[config.mk]
export PLATFORM = sky130hd
export DESIGN_NAME = stopwatch_ctrl
export DESIGN_NICKNAME = d
export VERILOG_FILES = /design/src/rtl/stopwatch_pkg.sv /design/src/rtl/button_debounce.sv /design/src/rtl/stopwatch_ctrl.sv
export SDC_FILE = /design/constraint.sdc
export NUM_CORES = 1
export LEC_CHECK = 0
export ABC_AREA = 1
export BUFFER_PORTS_ARGS = -buffer_cell sky130_fd_sc_hd__clkbuf_2
export CORE_ASPECT_RATIO = 1.2
export CORE_UTILIZATION = 58
export CTS_BUF_LIST = sky130_fd_sc_hd__clkbuf_8
export DETAILED_ROUTE_END_ITERATION = 12
export PLACE_DENSITY = 0.78
export SLEW_MARGIN = 20
export SYNTH_ARGS = -nofsm -noshare
export SYNTH_HDL_FRONTEND = slang
export SYNTH_HIERARCHICAL = 1
export SYNTH_SLANG_ARGS = --single-unit
[constraint.sdc]
create_clock -name CLOCK_50 -period 1.2 [get_ports CLOCK_50]
set_input_delay 0.36 -clock CLOCK_50 [delete_from_list [all_inputs] [get_ports CLOCK_50]]
set_output_delay 0.36 -clock CLOCK_50 [all_outputs]
set_load 0.05 [all_outputs]
[src/rtl/stopwatch_pkg.sv]
// Stopwatch control shared types: FSM state encoding
// and default timing constants for stopwatch_ctrl.
package stopwatch_pkg;

  typedef enum logic [1:0] {
    IDLE  = 2'b00,
    RUN   = 2'b01,
    PAUSE = 2'b10
  } sw_state_e;

  localparam int unsigned DEF_CLK_HZ     = 50000000;
  localparam int unsigned DEF_DEB_CYCLES = 1000000;

endpackage

[src/rtl/button_debounce.sv]
// One button: 2-FF sync, debouncer, one-cycle press pulse.
// Ports: clk, rst (sync high), btn_n (raw, active-low), press.
module button_debounce
  import stopwatch_pkg::*;
#(
  parameter int unsigned DEB_CYCLES = DEF_DEB_CYCLES
) (
  input  logic clk,
  input  logic rst,
  input  logic btn_n,
  output logic press
);

  localparam int CW = $clog2(DEB_CYCLES + 1);
  localparam logic [CW-1:0] LAST = CW'(DEB_CYCLES - 1);

  logic [1:0]    sync;
  logic          level;
  logic [CW-1:0] cnt;

  always_ff @(posedge clk) begin
    if (rst) begin
      sync  <= 2'b11;
      level <= 1'b1;
      cnt   <= '0;
      press <= 1'b0;
    end else begin
      sync  <= {sync[0], btn_n};
      press <= 1'b0;
      if (sync[1] != level) begin
        if (cnt == LAST) begin
          level <= sync[1];
          cnt   <= '0;
          // only the released->pressed edge is an event
          press <= level;
        end else begin
          cnt <= cnt + 1'b1;
        end
      end else begin
        cnt <= '0;
      end
    end
  end

endmodule

[src/rtl/stopwatch_ctrl.sv]
// Stopwatch control FSM: start/stop/clear buttons -> tick, clr.
// Ports: CLOCK_50, RESET, BUTTON[1:0], tick, clr, state, disp_hold.
// Optional lap hold: define STOPWATCH_LAP_EN.
module stopwatch_ctrl
  import stopwatch_pkg::*;
#(
  parameter int unsigned CLK_HZ     = DEF_CLK_HZ,
  parameter int unsigned DEB_CYCLES = DEF_DEB_CYCLES
) (
  input  logic       CLOCK_50,
  input  logic       RESET,
  input  logic [1:0] BUTTON,
  output logic       tick,
  output logic       clr,
  output logic [1:0] state,
  output logic       disp_hold
);

  localparam int PW = $clog2(CLK_HZ);
  localparam logic [PW-1:0] TERM = PW'(CLK_HZ - 1);

  logic [1:0]    ev;
  sw_state_e     st;
  logic [PW-1:0] presc;
  logic          ev_ss;
  logic          ev_clr;

  for (genvar i = 0; i < 2; i++) begin : g_btn
    button_debounce #(
      .DEB_CYCLES(DEB_CYCLES)
    ) u_deb (
      .clk  (CLOCK_50),
      .rst  (RESET),
      .btn_n(BUTTON[i]),
      .press(ev[i])
    );
  end

  assign ev_ss  = ev[1];
  assign ev_clr = ev[0];
  assign state  = st;

`ifdef STOPWATCH_LAP_EN
  logic hold;
  assign disp_hold = hold;
`else
  assign disp_hold = 1'b0;
`endif

  always_ff @(posedge CLOCK_50) begin
    if (RESET) begin
      st    <= IDLE;
      presc <= '0;
      tick  <= 1'b0;
      clr   <= 1'b0;
`ifdef STOPWATCH_LAP_EN
      hold  <= 1'b0;
`endif
    end else begin
      // tick follows the current state, so a stop
      // at the terminal count still emits it
      tick <= (st == RUN) && (presc == TERM);
      clr  <= 1'b0;
      if (st == RUN)
        presc <= (presc == TERM) ? '0 : presc + 1'b1;
      unique case (st)
        IDLE: begin
          if (ev_clr)
            clr <= 1'b1;
          else if (ev_ss)
            st <= RUN;
        end
        PAUSE: begin
          if (ev_clr) begin
            st    <= IDLE;
            presc <= '0;
            clr   <= 1'b1;
          end else if (ev_ss) begin
            st <= RUN;
          end
        end
        RUN: begin
          if (ev_ss) begin
            st <= PAUSE;
`ifdef STOPWATCH_LAP_EN
            hold <= 1'b0;
          end else if (ev_clr) begin
            hold <= ~hold;
`endif
          end
        end
        default: begin
          st    <= IDLE;
          presc <= '0;
        end
      endcase
    end
  end

endmodule

==> run_results.csv, run 1 <==
group,metric,value,unit
die,chipWidth,77.9,µm
yosys,synth.most_common_cell,"sky130_fd_sc_hd__nand2_1",
grt,grt_use_total,0.895,
yosys,synth.ff_latch_count,78,
die,die-height,93.1,µm
die,initial_utilization,0.611,
yosys,synth_cells,587,
clocking,clock-sinks,78,
outcome,status,"did not finish",
clocking,cts_hold_fix_bufs,0,
yosys,yosysWarnings,6,
outcome,toolErrorMsg,"[ERROR GRT-0232] Routing congestion too high. Check the congestion heatmap in the GUI.",
yosys,syn-num-nets,594,
timing,grt_worst_setup_endpoint,"presc[24]$_SDFF_PP0_/D",
die,floorplan.io_pins,9,
yosys,synthDominantAreaCellType,"sky130_fd_sc_hd__dfxtp_1",
clocking,cts-htree-levels,3,
die,rows,32,
yosys,synth.yosys.seq_area_share,0.389,
clocking,clock_tree.root_cell,"sky130_fd_sc_hd__clkbuf_8",
placement,hpwlAfterDp,6710,µm
clocking,clk_path_buf_depth,2,
placement,portBuffers,7,
yosys,yosys_most_used_dff,"sky130_fd_sc_hd__dfxtp_1",
outcome,last_stage_reached,"global routing",
clocking,cts_inserted_buffers,9,
placement,finalWeightedCongestion,0.865,
grt,global_route.overflow_total,536,
placement,place_inst,774,
yosys,yosys.cell_types.count,29,
yosys,synth-async-reset-ratio,0,
timing,worst_path_end_type,"register input",
yosys,mapped_avg_cell_area,6.83,µm²
yosys,synth_area,4010,µm²
yosys,synthDominantCellAreaShare,0.389,
grt,grt_start_max_net_pins,14,
yosys,synth.cells.most_frequent,"sky130_fd_sc_hd__nand2_1 (145), sky130_fd_sc_hd__nor2_1 (135), sky130_fd_sc_hd__dfxtp_1 (78)",
yosys,synth_enable_flop_cells,0,
placement,pre_cts_ws,-0.461,ns
yosys,ys_top_cells_by_area,"sky130_fd_sc_hd__dfxtp_1 (39%), sky130_fd_sc_hd__nand2_1 (14%), sky130_fd_sc_hd__nor2_1 (13%)",
-- timing repair --
action                     4_1_cts
gates cloned                     7
setup buffers                   13
setup endpoints to repair       73
pin swaps                       50
resized for setup              139
-- cell families after synthesis --
kind of cell / count (synthesis) / synth area share
buffers and inverters: 62 / 0.0705
AO/OA/AOI/OAI: 34 / 0.0459
adder cells (fa/ha/maj): 3 / 0.00936
other: 1 / 0.000935
flip-flops: 78 / 0.389
XOR/XNOR: 26 / 0.0568
AND/OR/NAND/NOR: 383 / 0.427
-- through the flow --
step | instance area (µm²) | TNS, ns | hold WS, ns | util
after global placement | 4930 | -13.24 | 0.395 | 0.751
after CTS | 5920 | -9.15 | 0.169 | 0.901
after detailed placement | 4930 | -16.16 | 0.397 | 0.751
after floorplan | 4100 | -2.45 | 0.389 | -
-- routing by layer --
layer  overflow  track usage
met4        102         1.03
met3          2        0.537
met1          4        0.819
met5          0       0.0231
met2        428         1.28
==> run 2, diff against run 1 <==
--- a/config.mk
+++ b/config.mk
@@ -7,11 +7,9 @@
 export LEC_CHECK = 0
 export ABC_AREA = 1
 export BUFFER_PORTS_ARGS = -buffer_cell sky130_fd_sc_hd__clkbuf_2
-export CORE_ASPECT_RATIO = 1.2
-export CORE_UTILIZATION = 58
-export CTS_BUF_LIST = sky130_fd_sc_hd__clkbuf_8
+export CORE_UTILIZATION = 40
 export DETAILED_ROUTE_END_ITERATION = 12
-export PLACE_DENSITY = 0.78
+export PLACE_DENSITY_LB_ADDON = 0.15
 export SLEW_MARGIN = 20
 export SYNTH_ARGS = -nofsm -noshare
 export SYNTH_HDL_FRONTEND = slang
==> constraint.sdc (replaced) <==
create_clock -name CLOCK_50 -period 1.56 [get_ports CLOCK_50]
set_input_delay 0.468 -clock CLOCK_50 [delete_from_list [all_inputs] [get_ports CLOCK_50]]
set_output_delay 0.468 -clock CLOCK_50 [all_outputs]
set_load 0.05 [all_outputs]
==> run_results.csv, run 2 <==
group,metric,value,unit
timing,clock_skew,0.00797,ns
clocking,clock-sinks,78,
placement,hpwlAfterDp,6280,µm
yosys,mapped_avg_cell_area,6.83,µm²
clocking,cts_tree,"done",
cells_and_area,top_register,"g_btn.u_deb/cnt",
route,vias_per_cell,4.55,
route,avgRoutedWirePerCell,10.7,µm
clocking,clk_path_buf_depth,2,
critical_path,cell_chain_critical_path,"buf_4 > buf_2",
route,number_of_drc_violations_after_detailed_routing_iteration_0,79,
die,die-height,102,µm
grt,grt_antenna_before_repair,0,
cells_and_area,fin_nets,646,
yosys,ys_top_cells_by_area,"sky130_fd_sc_hd__dfxtp_1 (39%), sky130_fd_sc_hd__nand2_1 (14%), sky130_fd_sc_hd__nor2_1 (13%)",
power,ir_worst_vdd,361,µV
grt,first_global_vias,3301,
yosys,yosys.cell_types.count,29,
yosys,synthDominantCellAreaShare,0.389,
outcome,status,"complete, no violations",
clocking,cts-htree-levels,3,
clocking,worstSkewPairLatency,0.35,ns
critical_path,critical_path.max_stage_delay,0.33,ns
timing,fmax,660,MHz
cells_and_area,layout_common_cells,"sky130_fd_sc_hd__nand2_1 (145), sky130_fd_sc_hd__nor2_1 (129), sky130_fd_sc_hd__dfxtp_1 (76), sky130_fd_sc_hd__inv_1 (54), sky130_fd_sc_hd__buf_4 (38)",
power,cell_internal_pwr,3050,µW
route,ant_nets,0,
clocking,clock_tree.root_cell,"sky130_fd_sc_hd__clkbuf_8",
min_path,worstHoldPathType,"input port to register",
yosys,yosys_most_used_dff,"sky130_fd_sc_hd__dfxtp_1",
critical_path,top_fanout_value_on_the_critical_path,2,
min_path,timing.hold.worst.start,"BUTTON[1]",
yosys,synth.most_common_cell,"sky130_fd_sc_hd__nand2_1",
die,floorplan.core_area,9730,µm²
die,die_area,10400,µm²
die,rows,36,
yosys,synth_cells,587,
yosys,synth.yosys.seq_area_share,0.389,
power,power.net_switching,783,µW
yosys,synth_area,4010,µm²
yosys,syn-num-nets,594,
cells_and_area,reg.largest.list,"g_btn.u_deb/cnt: 40 flops, presc: 26 flops, g_btn.u_deb/sync: 4 flops",
placement,placement.cell_area,4440,µm²
power,power_per_cell_area,805,nW/µm²
power,sequentialPowerShare,0.522,
cells_and_area,area_growth_syn_to_layout,18.6,%
cells_and_area,layout_commonest_cell,"sky130_fd_sc_hd__nand2_1",
yosys,synth.ff_latch_count,78,
timing,grt_setup_unrepaired,"true",
timing,final_period_util,0.971,
critical_path,worst_setup_path_start_kind,"register",
route,drt-pass1-iter-count,5,
grt,global_route.overflow_total,0,
timing,final_hold_viol_count,0,
yosys,yosysWarnings,6,
critical_path,timing.critical_path.arrival,1.05,ns
critical_path,cp_top_family,"buffers and inverters",
critical_path,timing.critical_path.required,1.09,ns
critical_path,critical_path.startpoint,"state[1]$_SDFFE_PP0P_",
timing,fin_crit,1.51,ns
cells_and_area,layout.filler_cells,1039,
power,pwr-share-clk,0.461,
cells_and_area,post_route_cells_drive_above_1_share,0.191,
yosys,synthDominantAreaCellType,"sky130_fd_sc_hd__dfxtp_1",
grt,wire_length_of_the_first_global_routing_pass,14300,µm
critical_path,startpoint_of_the_worst_slack_reg_to_reg_timing_path,"presc[1]$_SDFF_PP0_",
critical_path,cp_num_buf_inv,2,
grt,grt_start_max_net_pins,20,
die,floorplan.io_pins,9,
yosys,synth-async-reset-ratio,0,
yosys,synth.cells.most_frequent,"sky130_fd_sc_hd__nand2_1 (145), sky130_fd_sc_hd__nor2_1 (135), sky130_fd_sc_hd__dfxtp_1 (78)",
route,post-route-drc-count,0,
grt,grt_use_total,0.176,
clocking,cts_inserted_buffers,9,
critical_path,path_class,"register to output pin",
flow_run,maxCapViolCount,0,
critical_path,crit_path_top_delay_cell,"sky130_fd_sc_hd__dfxtp_1",
route,finalWirelength,8310,µm
power,design_power_total,3830,µW
power,p_leak,0.00167,µW
power,power.combinational.fraction,0.017,
yosys,synth_enable_flop_cells,0,
timing,final-setup-viol-count,0,
clocking,number_of_buffers_inserted_by_post_cts_setup_repair,0,
critical_path,cp-end-kind,"output pin",
placement,finalWeightedCongestion,0.799,
placement,portBuffers,7,
cells_and_area,largest_register_ffs,40,
timing,final-max-slew-violation-count,0,
die,initial_utilization,0.412,
clocking,worst_setup_hold_path_clk_slew,0.08,ns
route,vias,3533,
clocking,cts_hold_fix_bufs,0,
cells_and_area,antenna-diode-count,0,
cells_and_area,finish.instance_area,4760,µm²
power,netSwitchingFraction,0.204,
die,chipWidth,102,µm
run 2: cell counts after synthesis:
No cell type changed its count.
run 2: cell families after synthesis:
family,share of synthesized area
AO/OA/AOI/OAI,0.0459
AND/OR/NAND/NOR,0.427
other,0.000935
adder cells (fa/ha/maj),0.00936
flip-flops,0.389
buffers and inverters,0.0705
XOR/XNOR,0.0568
run 2: worst paths after layout:
path,to,slack [ns],cells past startpoint
worst max-delay path,state[1],0.05,2
worst min-delay path,g_btn[1].u_deb/sync[0]$_SDFF_PP1_,0.29,2
worst max register to register,presc[14]$_SDFF_PP0_,0.10,9
worst min register to register,g_btn[0].u_deb/sync[1]$_SDFF_PP1_,0.41,1
run 2: per-layer routing:
metal | routed length [µm] | GRT usage | vias up | share of wire
li1 | - | - | 1922 | -
met1 | 4060 | 0.214 | 1575 | 0.49
met2 | 3900 | 0.304 | 27 | 0.47
met3 | 237 | 0.0397 | 9 | 0.029
met4 | 111 | 0.0626 | 0 | 0.013
met5 | 0 | 0 | - | 0
run 2: area by class of cell:
type,count,area (µm²),area share
clock buffer,13,169,0.0355
timing repair buffer,47,343,0.0721
multi-input combinational,447,2240,0.470
clock inverter,3,65.1,0.0137
sequential,78,1560,0.329
inverter,56,213,0.0447
tap,133,166,0.0350
run 2: through the flow:
step / hold slack (ns) / setup TNS [ns] / instances / utilization / setup slack (ns)
after floorplan: 0.389 / 0 / 587 / - / 0.0172
after global placement: 0.391 / -2.38 / 761 / 0.456 / -0.191
after detailed placement: 0.393 / -3.06 / 761 / 0.456 / -0.237
after CTS: 0.275 / 0 / 777 / 0.481 / 0.00734
after global routing: 0.282 / -0.00158 / 777 / 0.489 / -0.00158
final: 0.288 / 0 / 777 / 0.489 / 0.0451
run 2: power groups by stage:
stage               registers (µW)  clock network, µW  logic [µW]
floorplan                     2040                  0        52.3
global placement              2050                  0        61.1
detailed placement            2050                  0        61.9
CTS                           2000               1820        62.5
global route                  2000               1910        73.9
finish                        2000               1770        65.9
run 2: repair_timing:
action                                  in CTS  in global routing
pin swaps                                    0                  2
resized for setup                            1                 20
endpoints found under the setup margin      12                 33
No activity file was read; power rests on OpenSTA's default activity.
